===== config.mk =====
export PLATFORM = sky130hd
export DESIGN_NAME = multicycle_controller_fsm_decoder_flat
export DESIGN_NICKNAME = d
export VERILOG_FILES = /design/src/rtl/multicycle_controller_fsm_decoder_if.sv /design/src/rtl/multicycle_controller_fsm_decoder.sv /design/src/flat_wrapper.sv
export SDC_FILE = /design/constraint.sdc
export NUM_CORES = 1
export LEC_CHECK = 0
export ABC_AREA = 1
export CELL_PAD_IN_SITES_DETAIL_PLACEMENT = 1
export CELL_PAD_IN_SITES_GLOBAL_PLACEMENT = 2
export CORE_ASPECT_RATIO = 0.8
export CORE_MARGIN = 2
export CORE_UTILIZATION = 16
export CTS_CLUSTER_SIZE = 12
export DETAILED_ROUTE_END_ITERATION = 10
export GPL_ROUTABILITY_DRIVEN = 0
export PLACE_DENSITY = 0.84
export SKIP_CTS_REPAIR_TIMING = 1
export SLEW_MARGIN = 10
export SYNTH_ARGS = -nofsm -noshare
export SYNTH_HDL_FRONTEND = slang
export SYNTH_SLANG_ARGS = --single-unit

===== constraint.sdc =====
create_clock -name CLK -period 1.2 [get_ports CLK]
set_input_delay 0.12 -clock CLK [delete_from_list [all_inputs] [get_ports CLK]]
set_output_delay 0.12 -clock CLK [all_outputs]
set_load 0.1 [all_outputs]

===== src/rtl/multicycle_controller_fsm_decoder_if.sv =====
// Controller <-> datapath bundle: instruction/memory handshake in, state and datapath controls out.
// master = controller side, slave = datapath (or bench) side.
interface multicycle_controller_fsm_decoder_if #(
    parameter int INSTR_W = 32,
    parameter int SHIFT_W = 3
);
    logic [INSTR_W-1:0] INSTRUCTION;
    logic               MemReady;
    logic               CondEx;
    logic [3:0]         State;
    logic               PCWrite, IRWrite, AdrSrc, MemWrite, RegWrite, ALUSrcA;
    logic [1:0]         ALUSrcB, ResultSrc, ALUControl, FlagW, RegSrc, ImmSrc;
    logic [SHIFT_W-1:0] ShiftType;
    logic               Illegal;

    modport master (
        input  INSTRUCTION, MemReady, CondEx,
        output State, PCWrite, IRWrite, AdrSrc, MemWrite, RegWrite, ALUSrcA,
               ALUSrcB, ResultSrc, ALUControl, FlagW, RegSrc, ImmSrc, ShiftType, Illegal
    );

    modport slave (
        output INSTRUCTION, MemReady, CondEx,
        input  State, PCWrite, IRWrite, AdrSrc, MemWrite, RegWrite, ALUSrcA,
               ALUSrcB, ResultSrc, ALUControl, FlagW, RegSrc, ImmSrc, ShiftType, Illegal
    );
endinterface


===== src/rtl/multicycle_controller_fsm_decoder.sv =====
// Multicycle ARM-subset controller: main FSM plus instruction decoder driving datapath selects.
// Optional MC_CTRL_BX_EN adds the BX (branch-exchange) state.
module multicycle_controller_fsm_decoder #(
    parameter int INSTR_W   = 32,
    parameter int SHIFT_LSB = 4,
    parameter int SHIFT_W   = 3
) (
    input logic CLK,
    input logic RESET,
    multicycle_controller_fsm_decoder_if.master bus
);
    typedef enum logic [3:0] {
        S_FETCH = 4'd0, S_DECODE = 4'd1, S_MEMADR = 4'd2, S_MEMREAD = 4'd3,
        S_MEMWB = 4'd4, S_MEMWRITE = 4'd5, S_EXECR = 4'd6, S_EXECI = 4'd7,
        S_ALUWB = 4'd8, S_BRANCH = 4'd9, S_BX = 4'd10
    } state_t;

    localparam logic [3:0] CMD_AND = 4'b0000;
    localparam logic [3:0] CMD_SUB = 4'b0010;
    localparam logic [3:0] CMD_ADD = 4'b0100;
    localparam logic [3:0] CMD_CMP = 4'b1010;
    localparam logic [3:0] CMD_ORR = 4'b1100;

    state_t state, next_state;

    logic [1:0]         op_q;
    logic               i_q;
    logic [3:0]         cmd_q;
    logic               s_q;   // bit 20: S for data-processing, L for memory
    logic [SHIFT_W-1:0] shift_q;

    logic [1:0]         in_op;
    logic               in_i;
    logic [3:0]         in_cmd;
    logic [SHIFT_W-1:0] in_shift;
    logic               bx_hit;
    logic               illegal_dec;
    logic               early;
    logic [1:0]         src_op;
    logic               unused_ok;

    function automatic logic cmd_ok(input logic [3:0] c);
        return (c == CMD_ADD) || (c == CMD_SUB) || (c == CMD_AND) ||
               (c == CMD_ORR) || (c == CMD_CMP);
    endfunction

    function automatic logic [1:0] alu_sel(input logic [3:0] c);
        case (c)
            CMD_SUB, CMD_CMP: return 2'b01;
            CMD_AND:          return 2'b10;
            CMD_ORR:          return 2'b11;
            default:          return 2'b00;
        endcase
    endfunction

    assign in_op    = bus.INSTRUCTION[27:26];
    assign in_i     = bus.INSTRUCTION[25];
    assign in_cmd   = bus.INSTRUCTION[24:21];
    assign in_shift = bus.INSTRUCTION[SHIFT_LSB+SHIFT_W-1:SHIFT_LSB];

`ifdef MC_CTRL_BX_EN
    assign bx_hit = (bus.INSTRUCTION[27:4] == 24'h12FFF1);
`else
    assign bx_hit = 1'b0;
`endif

    // Undecodable is a property of the word itself, independent of CondEx.
    assign illegal_dec = !bx_hit &&
                         ((in_op == 2'b11) || ((in_op == 2'b00) && !cmd_ok(in_cmd)));

    // Upper instruction bits and I are carried but not needed past decode.
    assign unused_ok = ^{bus.INSTRUCTION, i_q};

    always_ff @(posedge CLK) begin
        if (RESET) begin
            state   <= S_FETCH;
            op_q    <= '0;
            i_q     <= 1'b0;
            cmd_q   <= '0;
            s_q     <= 1'b0;
            shift_q <= '0;
        end else begin
            state <= next_state;
            if (state == S_DECODE) begin
                op_q    <= in_op;
                i_q     <= in_i;
                cmd_q   <= in_cmd;
                s_q     <= bus.INSTRUCTION[20];
                shift_q <= in_shift;
            end
        end
    end

    always_comb begin
        next_state = S_FETCH;
        case (state)
            S_FETCH:    next_state = bus.MemReady ? S_DECODE : S_FETCH;
            S_DECODE: begin
                if (!bus.CondEx || illegal_dec) next_state = S_FETCH;
                else if (bx_hit)                next_state = S_BX;
                else begin
                    case (in_op)
                        2'b00:   next_state = in_i ? S_EXECI : S_EXECR;
                        2'b01:   next_state = S_MEMADR;
                        2'b10:   next_state = S_BRANCH;
                        default: next_state = S_FETCH;
                    endcase
                end
            end
            S_EXECR, S_EXECI: next_state = (cmd_q == CMD_CMP) ? S_FETCH : S_ALUWB;
            S_MEMADR:   next_state = s_q ? S_MEMREAD : S_MEMWRITE;
            S_MEMREAD:  next_state = bus.MemReady ? S_MEMWB : S_MEMREAD;
            S_MEMWRITE: next_state = bus.MemReady ? S_FETCH : S_MEMWRITE;
            default:    next_state = S_FETCH;
        endcase
    end

    assign early  = (state == S_FETCH) || (state == S_DECODE);
    assign src_op = early ? in_op : op_q;

    always_comb begin
        bus.State      = state;
        bus.PCWrite    = 1'b0;
        bus.IRWrite    = 1'b0;
        bus.AdrSrc     = 1'b0;
        bus.MemWrite   = 1'b0;
        bus.RegWrite   = 1'b0;
        bus.ALUSrcA    = 1'b0;
        bus.ALUSrcB    = 2'b00;
        bus.ResultSrc  = 2'b00;
        bus.ALUControl = 2'b00;
        bus.FlagW      = 2'b00;
        bus.RegSrc     = 2'b00;
        bus.ImmSrc     = 2'b00;
        bus.ShiftType  = early ? in_shift : shift_q;
        bus.Illegal    = 1'b0;

        case (src_op)
            2'b01: begin bus.RegSrc = 2'b10; bus.ImmSrc = 2'b01; end
            2'b10: begin bus.RegSrc = 2'b01; bus.ImmSrc = 2'b10; end
            default: ;
        endcase

        case (state)
            S_FETCH: begin
                bus.IRWrite   = 1'b1;
                bus.ALUSrcA   = 1'b1;
                bus.ALUSrcB   = 2'b10;
                bus.ResultSrc = 2'b10;
                bus.PCWrite   = bus.MemReady;
            end
            S_DECODE:   bus.Illegal = illegal_dec;
            S_MEMADR:   bus.ALUSrcB = 2'b01;
            S_MEMREAD:  bus.AdrSrc  = 1'b1;
            S_MEMWB: begin
                bus.ResultSrc = 2'b01;
                bus.RegWrite  = 1'b1;
            end
            S_MEMWRITE: begin
                bus.AdrSrc   = 1'b1;
                bus.MemWrite = 1'b1;
            end
            S_EXECR, S_EXECI: begin
                bus.ALUSrcB    = (state == S_EXECI) ? 2'b01 : 2'b00;
                bus.ALUControl = alu_sel(cmd_q);
                if (cmd_q == CMD_CMP)
                    bus.FlagW = 2'b11;
                else if (s_q && ((cmd_q == CMD_ADD) || (cmd_q == CMD_SUB)))
                    bus.FlagW = 2'b11;
                else if (s_q && ((cmd_q == CMD_AND) || (cmd_q == CMD_ORR)))
                    bus.FlagW = 2'b10;
            end
            S_ALUWB:    bus.RegWrite = 1'b1;
            S_BRANCH: begin
                bus.ALUSrcB   = 2'b01;
                bus.ResultSrc = 2'b10;
                bus.PCWrite   = 1'b1;
            end
`ifdef MC_CTRL_BX_EN
            S_BX: begin
                bus.ResultSrc = 2'b11;
                bus.PCWrite   = 1'b1;
            end
`endif
            default: ;
        endcase
    end
endmodule


===== src/flat_wrapper.sv =====
// flat-port wrapper written by rule: the top's interface ports become plain ports
module multicycle_controller_fsm_decoder_flat 
#(
    parameter int INSTR_W   = 32,
    parameter int SHIFT_LSB = 4,
    parameter int SHIFT_W   = 3
)
  (CLK, RESET, bus_INSTRUCTION, bus_MemReady, bus_CondEx, bus_State, bus_PCWrite, bus_IRWrite, bus_AdrSrc, bus_MemWrite, bus_RegWrite, bus_ALUSrcA, bus_ALUSrcB, bus_ResultSrc, bus_ALUControl, bus_FlagW, bus_RegSrc, bus_ImmSrc, bus_ShiftType, bus_Illegal);
  multicycle_controller_fsm_decoder_if #(.INSTR_W(INSTR_W), .SHIFT_W(SHIFT_W)) bus_i ();
  input logic CLK;
  input logic RESET;
  input wire logic [$bits(bus_i.INSTRUCTION)-1:0] bus_INSTRUCTION;
  input wire logic [$bits(bus_i.MemReady)-1:0] bus_MemReady;
  input wire logic [$bits(bus_i.CondEx)-1:0] bus_CondEx;
  output wire logic [$bits(bus_i.State)-1:0] bus_State;
  output wire logic [$bits(bus_i.PCWrite)-1:0] bus_PCWrite;
  output wire logic [$bits(bus_i.IRWrite)-1:0] bus_IRWrite;
  output wire logic [$bits(bus_i.AdrSrc)-1:0] bus_AdrSrc;
  output wire logic [$bits(bus_i.MemWrite)-1:0] bus_MemWrite;
  output wire logic [$bits(bus_i.RegWrite)-1:0] bus_RegWrite;
  output wire logic [$bits(bus_i.ALUSrcA)-1:0] bus_ALUSrcA;
  output wire logic [$bits(bus_i.ALUSrcB)-1:0] bus_ALUSrcB;
  output wire logic [$bits(bus_i.ResultSrc)-1:0] bus_ResultSrc;
  output wire logic [$bits(bus_i.ALUControl)-1:0] bus_ALUControl;
  output wire logic [$bits(bus_i.FlagW)-1:0] bus_FlagW;
  output wire logic [$bits(bus_i.RegSrc)-1:0] bus_RegSrc;
  output wire logic [$bits(bus_i.ImmSrc)-1:0] bus_ImmSrc;
  output wire logic [$bits(bus_i.ShiftType)-1:0] bus_ShiftType;
  output wire logic [$bits(bus_i.Illegal)-1:0] bus_Illegal;
  assign bus_i.INSTRUCTION = bus_INSTRUCTION;
  assign bus_i.MemReady = bus_MemReady;
  assign bus_i.CondEx = bus_CondEx;
  assign bus_State = bus_i.State;
  assign bus_PCWrite = bus_i.PCWrite;
  assign bus_IRWrite = bus_i.IRWrite;
  assign bus_AdrSrc = bus_i.AdrSrc;
  assign bus_MemWrite = bus_i.MemWrite;
  assign bus_RegWrite = bus_i.RegWrite;
  assign bus_ALUSrcA = bus_i.ALUSrcA;
  assign bus_ALUSrcB = bus_i.ALUSrcB;
  assign bus_ResultSrc = bus_i.ResultSrc;
  assign bus_ALUControl = bus_i.ALUControl;
  assign bus_FlagW = bus_i.FlagW;
  assign bus_RegSrc = bus_i.RegSrc;
  assign bus_ImmSrc = bus_i.ImmSrc;
  assign bus_ShiftType = bus_i.ShiftType;
  assign bus_Illegal = bus_i.Illegal;
  multicycle_controller_fsm_decoder #(.INSTR_W(INSTR_W), .SHIFT_LSB(SHIFT_LSB), .SHIFT_W(SHIFT_W)) u_core (.CLK(CLK), .RESET(RESET), .bus(bus_i));
endmodule

## Word level (Yosys, flattened, before mapping)

Index checks and enable logic that the tools add are counted.

- Bits in registers: 14
- Input bits: 36
- Word-level logic and storage cells: 79

- Equal/unequal tests: 22
- Multiplexer cells: 28
- Reductions and logical operators: 24

Operators by type and width:

| operator | number |
|---|---|
| $eq A4 B3 Y1 const B | 6 |
| $eq A4 B4 Y1 const B | 6 |
| $pmux W4 S6 | 1 |
| $eq A4 B2 Y1 const B | 4 |
| $logic_not A4 Y1 | 3 |
| $mux W2 | 6 |
| $mux W3 | 4 |
| $pmux W2 S2 | 3 |
| $pmux W2 S3 | 2 |
| $pmux W4 S3 | 1 |
| $reduce_or A2 Y1 | 6 |
| $logic_or A1 B1 Y1 | 9 |
| $mux W1 | 8 |
| $mux W4 | 2 |
| $eq A2 B2 Y1 const B | 3 |
| $eq A2 B1 Y1 const B | 2 |
| $eq A4 B1 Y1 const B | 1 |
| $logic_and A1 B1 Y1 | 3 |
| $logic_not A1 Y1 | 2 |
| $logic_not A2 Y1 | 1 |
| $pmux W1 S2 | 1 |

## Logic depth before layout (Yosys ltp)

Gate-level depths: netlist of the first run.

- Depth in word-level cells: 11
- Depth in mapped cells: 7
- Gate-level depth less buffers: 7

## Worst setup path after synthesis of the first run

OpenSTA, ideal clock, no wires.

- Kind: register to output
- Start point: register u_core.state[0], in the netlist u_core.bus.State[0]
- End point: output bus_ALUSrcB[0]
- Arrival time: 4834 ps
- Required time: 1080 ps
- Setup slack: -3754 ps
- Stages on the path, launching flop included: 3
- Cell sequence: dfxtp_1 > inv_1 > o311ai_0

- Longest elaborated chain between the ends: 3

Ends and longest elaborated chain:

| what | line | source |
|---|---|---|
| start, declared | multicycle_controller_fsm_decoder.sv:24 | `state_t state, next_state;` |
| start signal, assigned | multicycle_controller_fsm_decoder.sv:83 | `state <= next_state;` |
| $eq A4 B3 Y1 (tied with other cells) | multicycle_controller_fsm_decoder.sv:144, multicycle_controller_fsm_decoder.sv:164 |  |
| $mux W1 (tied with other cells) | multicycle_controller_fsm_decoder.sv:164 | `bus.ALUSrcB = (state == S_EXECI) ? 2'b01 : 2'b00;` |
| $pmux W2 S3 * | multicycle_controller_fsm_decoder.sv:144 | `case (state)` |
| end, declared | flat_wrapper.sv:22 | `output wire logic [$bits(bus_i.ALUSrcB)-1:0] bus_ALUSrcB;` |

Every way passes the cells marked *; elsewhere a longest branch is shown, timed or not.

## Worst setup path in the final report of the first run

- Start point: register u_core.state[3], in the netlist u_core.bus.State[3]
- End point: output bus_ALUSrcB[0]

Same word-level chain as after synthesis.

==> out/qor.csv, run 1 <==
stage,metric,value,unit
cells_and_area,areaGrowthSynthToFinish,152,%
floorplanning,ios,62,
synthesis,yosysWarningCount,0,
power,power.density,832,mW/mm^2
sta,timing.fmax,0.635,GHz
floorplanning,die_y,74.3,um
cells_and_area,nFillCells,671,
sta,fin_tns_setup,-7.79,ns
cells_and_area,seqCellArea,303,sq um
clocking,cts_tree,yes,
synthesis,syn_avg_cell_area,6.83,sq um
global_route,grt_pass1_vias,1271,
setup_path,timing.critical_path.from,u_core.bus.State[3],
floorplanning,rows,25,
power,power_frac_seq,25.7,%
power,clkPwrFrac,23.7,%
drt,drcViolationCount,0,
drt,routed_via_density,4.11,
clocking,cts_root_buffer,clkbuf_8,
setup_path,reg2reg_from,u_core.bus.State[3],
power,power_switching,874,uW
synthesis,syn-instance-count,145,
synthesis,post_synth_num_cell_types,27,
cells_and_area,drive_gt1_share,65.5,%
clocking,path_clk_slew,0.06,ns
place,hpwl,3030,um
drt,num_vias,1263,
power,power.internal,1.21,mW
power,ir_drop,0.000551,V
sta,whs,0.218,ns
drt,drt-total-wl,4070,um
global_route,grt_overflow,0,
floorplanning,start_util,16.7,%
sta,relSlewSlack,71.5,%
sta,hold_violations,0,
cells_and_area,antenna_cells,0,
clocking,clkLatencyLatePin,0.27,ns
drt,met3_length,87,um
clocking,h-tree-depth,1,
cells_and_area,multi_input_comb_area,893,sq um
global_route,grt_max_degree,15,
drt,wl_met2,2150,um
drt,ant_nets,0,
power,p_comb_share,50.6,%
global_route,track_usage,11.5,%
drt,dr.first_iter.drc_count,19,
synthesis,syn-num-nets,181,
setup_path,setup.worst_path.end,bus_ALUSrcB[0],
drt,m1WireLength,1740,um
synthesis,ys_seq_elements,14,
setup_path,cp-start-kind,flop,
cells_and_area,final_cell_mix,"36 x buf_4, 26 x buf_12, 14 x nand2_1, 13 x inv_1, 11 x clkdlybuf4s50_1",
setup_path,endpoint_kind,output port,
cells_and_area,mostFrequentLayoutCell,buf_4,
global_route,grt_pass1_wl,6150,um
clocking,clock-sinks,14,
setup_path,crit_fanout,6,
setup_path,crit_arrival,1.45,ns
cells_and_area,final_nets,263,
power,p_sw_share,42.0,%
sta,final.min_clock_period,1.57,ns
drt,post_drt_wl_per_cell,13.2,um
drt,first_pass_iters,4,
floorplanning,die_w,91.9,um
clocking,cts.path.max_buffers,2,
hold_path,hold_class,in -> reg,
floorplanning,die_area,0.00683,sq mm
global_route,antenna_found_initial,0,
sta,fin_crit_sh,131,%
clocking,cts_inserted_buffers,3,
sta,finClkSkew,0.00696,ns
setup_path,ff2ff_path_depth,8,
sta,rsz0062_at_grt,yes,
outcome,failed_checks,negative setup slack,
sta,worst_slew_pin_slew,0.427,ns
sta,worst_slack,-0.374,ns
floorplanning,coreArea,0.00594,sq mm
sta,final_max_slew_viol_count,0,
setup_path,reg2reg_slack,-0.19,ns
setup_path,crit_type,reg -> out,
job,cap_violations,0,
setup_path,worstPathRequired,1.08,ns
synthesis,synth_area,990,sq um
drt,top_layer,met4,
outcome,outcome,"finished, violations left",
synthesis,ys_seq_area_share,28.3,%
power,p_leak,1.04,nW
place,io_buffers,40,
sta,setup_violations,35,
setup_path,rr_endpoint,u_core.bus.State[1],
[cell type report]
| type | count | share of cell area [%] |
|---|---|---|
| Inverter | 26 | 5.26 |
| Sequential cell | 14 | 12.1 |
| Clock buffer | 4 | 2.20 |
| Tap cell | 81 | 4.06 |
| Multi-Input combinational cell | 100 | 35.8 |
| Timing Repair Buffer | 82 | 40.6 |
[kinds of logic (layout without fill, tap and decap cells)]
| group | Yosys count | in the layout | synth area share (%) |
|---|---|---|---|
| flops | 14 | 14 | 28.3 |
| compound gates | 37 | 37 | 21.1 |
| buf+inv | 31 | 112 | 14.9 |
| simple gates | 63 | 63 | 35.7 |
[power by group through the flow]
stage	sequential, mW	combinational (mW)	clock [mW]
floorplan	0.557	0.598	0
global placement	0.531	0.934	0
detailed placement	0.533	0.950	0
CTS	0.522	0.953	0.504
global route	0.537	1.10	0.542
finish	0.533	1.05	0.494
[metrics by stage]
stage,worst slack [ns],instances,utilization (%),instance area (sq um),power (mW)
finish,-0.374,307,42.0,2500,2.08
global route,-0.456,307,42.0,2500,2.18
CTS,-0.487,297,37.3,2220,1.98
detailed placement,-0.315,293,36.4,2160,1.48
global placement,-0.294,293,36.4,2160,1.46
floorplan,-0.746,145,-,1260,1.16
[sequential cells by signal (all words and copies together) (netlist names)]
register,cells
u_core.op_q,2
u_core.shift_q,3
u_core.bus.State,4
u_core.cmd_q,4
u_core.s_q,1
[Yosys cell counts (all sizes together)]
cell type  instances  area share, %
inv               26             10
nand2             24             13
nor2              20             12
a21oi             17            9.0
o21ai             16            8.5
dfxtp             14             28
nand3             13            7.1
buf                5            4.6
nand4              4            2.5
a211oi             1            1.3
and2               1           0.63
o21bai             1           0.76
o311ai             1           0.89
o31ai              1           0.76
or2                1           0.63
[layer usage]
layer | vias up | global-route usage [%]
met3 | 5 | 1.72
met2 | 17 | 19.9
met5 | - | 0
li1 | 640 | -
met4 | 0 | 5.47
met1 | 601 | 14.3
[how the worst min path moves through the flow]
stage	startpoint	end	slack (ns)	depth (start not counted)
2_1_floorplan	RESET	u_core.bus.State[0]	0.18	1
3_3_place_gp	u_core.op_q[0]	u_core.op_q[0]	0.46	2
3_5_place_dp	u_core.op_q[0]	u_core.op_q[0]	0.47	2
4_1_cts	bus_CondEx	u_core.bus.State[3]	0.47	3
5_1_grt	bus_INSTRUCTION[23]	u_core.cmd_q[2]	0.27	3
6_report	bus_INSTRUCTION[23]	u_core.cmd_q[2]	0.22	3
[critical path: stages, from the launching register on]
cell,delay (ns)
dfxtp_4,0.37
nor2_8,0.13
buf_4,0.12
buf_8,0.13
nand3_2,0.12
o311ai_4,0.10
buf_12,0.22
(Power assumes the default switching activity.)
==> inputs of run 2 (changes only) <==
--- a/config.mk
+++ b/config.mk
@@ -16,6 +16,7 @@
 export GPL_ROUTABILITY_DRIVEN = 0
 export PLACE_DENSITY = 0.84
 export SKIP_CTS_REPAIR_TIMING = 1
+export SKIP_LAST_GASP = 1
 export SLEW_MARGIN = 10
 export SYNTH_ARGS = -nofsm -noshare
 export SYNTH_HDL_FRONTEND = slang
==> run 2 against run 1 <==
Against the previous run:
- the flow still finishes with violations (negative setup slack)
- sequential power barely moved
- critical endpoint unchanged
- global-route usage stayed put
- clock skew decreased by 0.0015 ns
- critical path type unchanged
==> out/qor.csv, run 2 (synthesized netlist as in run 1, its figures left out) <==
stage,metric,value,unit,change
sta,rsz0062_at_grt,yes,,
global_route,grt_pass1_vias,1271,,unchanged
outcome,failed_checks,negative setup slack,,
drt,routed_via_density,4.13,,+0.32%
cells_and_area,final_nets,263,,unchanged
floorplanning,die_w,91.9,um,unchanged
hold_path,hold_class,in -> reg,,
setup_path,crit_type,reg -> out,,
drt,num_vias,1267,,+0.32%
clocking,clock-sinks,14,,unchanged
power,power_switching,865,uW,-1.0%
floorplanning,die_y,74.3,um,unchanged
sta,fin_crit_sh,132,%,+1.3 points
global_route,grt_max_degree,15,,unchanged
global_route,grt_pass1_wl,6150,um,unchanged
sta,finClkSkew,0.00546,ns,-0.00150 ns
power,power.density,833,mW/mm^2,about the same
cells_and_area,antenna_cells,0,,unchanged
power,ir_drop,0.000545,V,-1.1%
power,power.internal,1.20,mW,-0.38%
setup_path,cp-start-kind,flop,,
cells_and_area,final_cell_mix,"38 x buf_4, 26 x buf_12, 14 x nand2_1, 13 x inv_1, 11 x clkdlybuf4s50_1",,
sta,relSlewSlack,72.5,%,+0.98 points
clocking,h-tree-depth,1,,unchanged
global_route,antenna_found_initial,0,,unchanged
power,p_sw_share,41.9,%,-0.16 points
power,p_leak,1.04,nW,-0.49%
sta,final_max_slew_viol_count,0,,unchanged
drt,ant_nets,0,,unchanged
clocking,path_clk_slew,0.06,ns,about the same
cells_and_area,mostFrequentLayoutCell,buf_4,,
sta,worst_slack,-0.389,ns,-0.0154 ns
cells_and_area,final_cells,307,,unchanged
floorplanning,start_util,16.7,%,unchanged
floorplanning,rows,25,,unchanged
drt,dr.first_iter.drc_count,20,,+1
sta,setup_violations,36,,+2.9%
drt,first_pass_iters,4,,unchanged
global_route,grt_overflow,0,,unchanged
cells_and_area,seqCellArea,300,sq um,-0.83%
drt,drcViolationCount,0,,unchanged
sta,final.min_clock_period,1.59,ns,+0.0154 ns
clocking,cts_tree,yes,,
job,cap_violations,0,,unchanged
cells_and_area,fin_area,0.00248,sq mm,-0.65%
cells_and_area,drive_gt1_share,64.6,%,-0.88 points
global_route,track_usage,11.5,%,unchanged
place,hpwl,3030,um,unchanged
sta,whs,0.215,ns,-0.00343 ns
setup_path,crit_arrival,1.47,ns,+0.02 ns
power,p_total,2.07,mW,-0.64%
power,p_comb_share,50.4,%,-0.2 points
cells_and_area,multi_input_comb_area,887,sq um,-0.70%
clocking,cts_inserted_buffers,3,,unchanged
place,dpl_cell_area,0.00216,sq mm,unchanged
outcome,outcome,"finished, violations left",,
clocking,cts.path.max_buffers,2,,unchanged
floorplanning,coreArea,0.00594,sq mm,unchanged
cells_and_area,nFillCells,679,,+1.2%
cells_and_area,areaGrowthSynthToFinish,151,%,
clocking,cts_root_buffer,clkbuf_8,,
power,clkPwrFrac,23.8,%,about the same
floorplanning,ios,62,,unchanged
floorplanning,die_area,0.00683,sq mm,unchanged
setup_path,endpoint_kind,output port,,
setup_path,worstPathRequired,1.08,ns,about the same
setup_path,crit_fanout,6,,unchanged
drt,drt-total-wl,4040,um,-0.66%
place,io_buffers,40,,unchanged
drt,post_drt_wl_per_cell,13.2,um,-0.66%
sta,timing.fmax,0.629,GHz,-0.97%
sta,hold_violations,0,,unchanged
sta,worst_slew_pin_slew,0.413,ns,-0.0146 ns
place,placed_cells,293,,unchanged
power,power_frac_seq,25.8,%,about the same
clocking,clkLatencyLatePin,0.26,ns,about the same
## run 2: routing by layer
layer / vias up / part of all wire [%] / global-route usage, %
li1: 638 / - / -
met1: 605 / 43 / 14.3
met2: 19 / 52 / 19.9
met3: 5 / 2.4 / 1.72
met4: 0 / 2.2 / 5.47
met5: - / 0 / 0
## run 2: worst paths after layout
path | startpoint | to | slack (ns) | cells past startpoint
worst max-delay path | u_core.bus.State[3] | bus_ALUSrcB[0] | -0.39 | 6
worst min-delay path | bus_INSTRUCTION[23] | u_core.cmd_q[2] | 0.21 | 3
worst max register to register | u_core.bus.State[3] | u_core.bus.State[1] | -0.16 | 8
worst min register to register | u_core.op_q[0] | u_core.op_q[0] | 0.48 | 2
## run 2: final cells by class
class                      count  share of cell area, %
clock buffer                   4                   2.22
inverter                      26                   5.30
multi-input combinational    100                   35.8
sequential                    14                   12.1
tap                           81                   4.08
timing repair buffer          82                   40.5
## run 2: worst max-delay path, cell delays in order (launching register included)
cell      delay (ns)
dfxtp_4         0.37
nor2_8          0.14
buf_4           0.13
buf_8           0.13
nand3_2         0.12
o311ai_4        0.11
buf_12          0.22
## run 2: per-stage QoR
| stage | TNS [ns] | utilization, % | setup WS [ns] |
|---|---|---|---|
| after floorplan | -10.88 | - | -0.746 |
| after global placement | -2.27 | 36.4 | -0.294 |
| after detailed placement | -2.60 | 36.4 | -0.315 |
| after CTS | -7.64 | 37.3 | -0.487 |
| after global routing | -10.11 | 41.7 | -0.464 |
| final | -7.93 | 41.7 | -0.389 |
## run 2: power by group through the flow
| stage | Combinational [mW] | Clock (mW) | Sequential, mW |
|---|---|---|---|
| after floorplan | 0.598 | 0 | 0.557 |
| after detailed placement | 0.950 | 0 | 0.533 |
| after global routing | 1.09 | 0.535 | 0.538 |
| final | 1.04 | 0.491 | 0.534 |
| after global placement | 0.934 | 0 | 0.531 |
| after CTS | 0.953 | 0.504 | 0.522 |
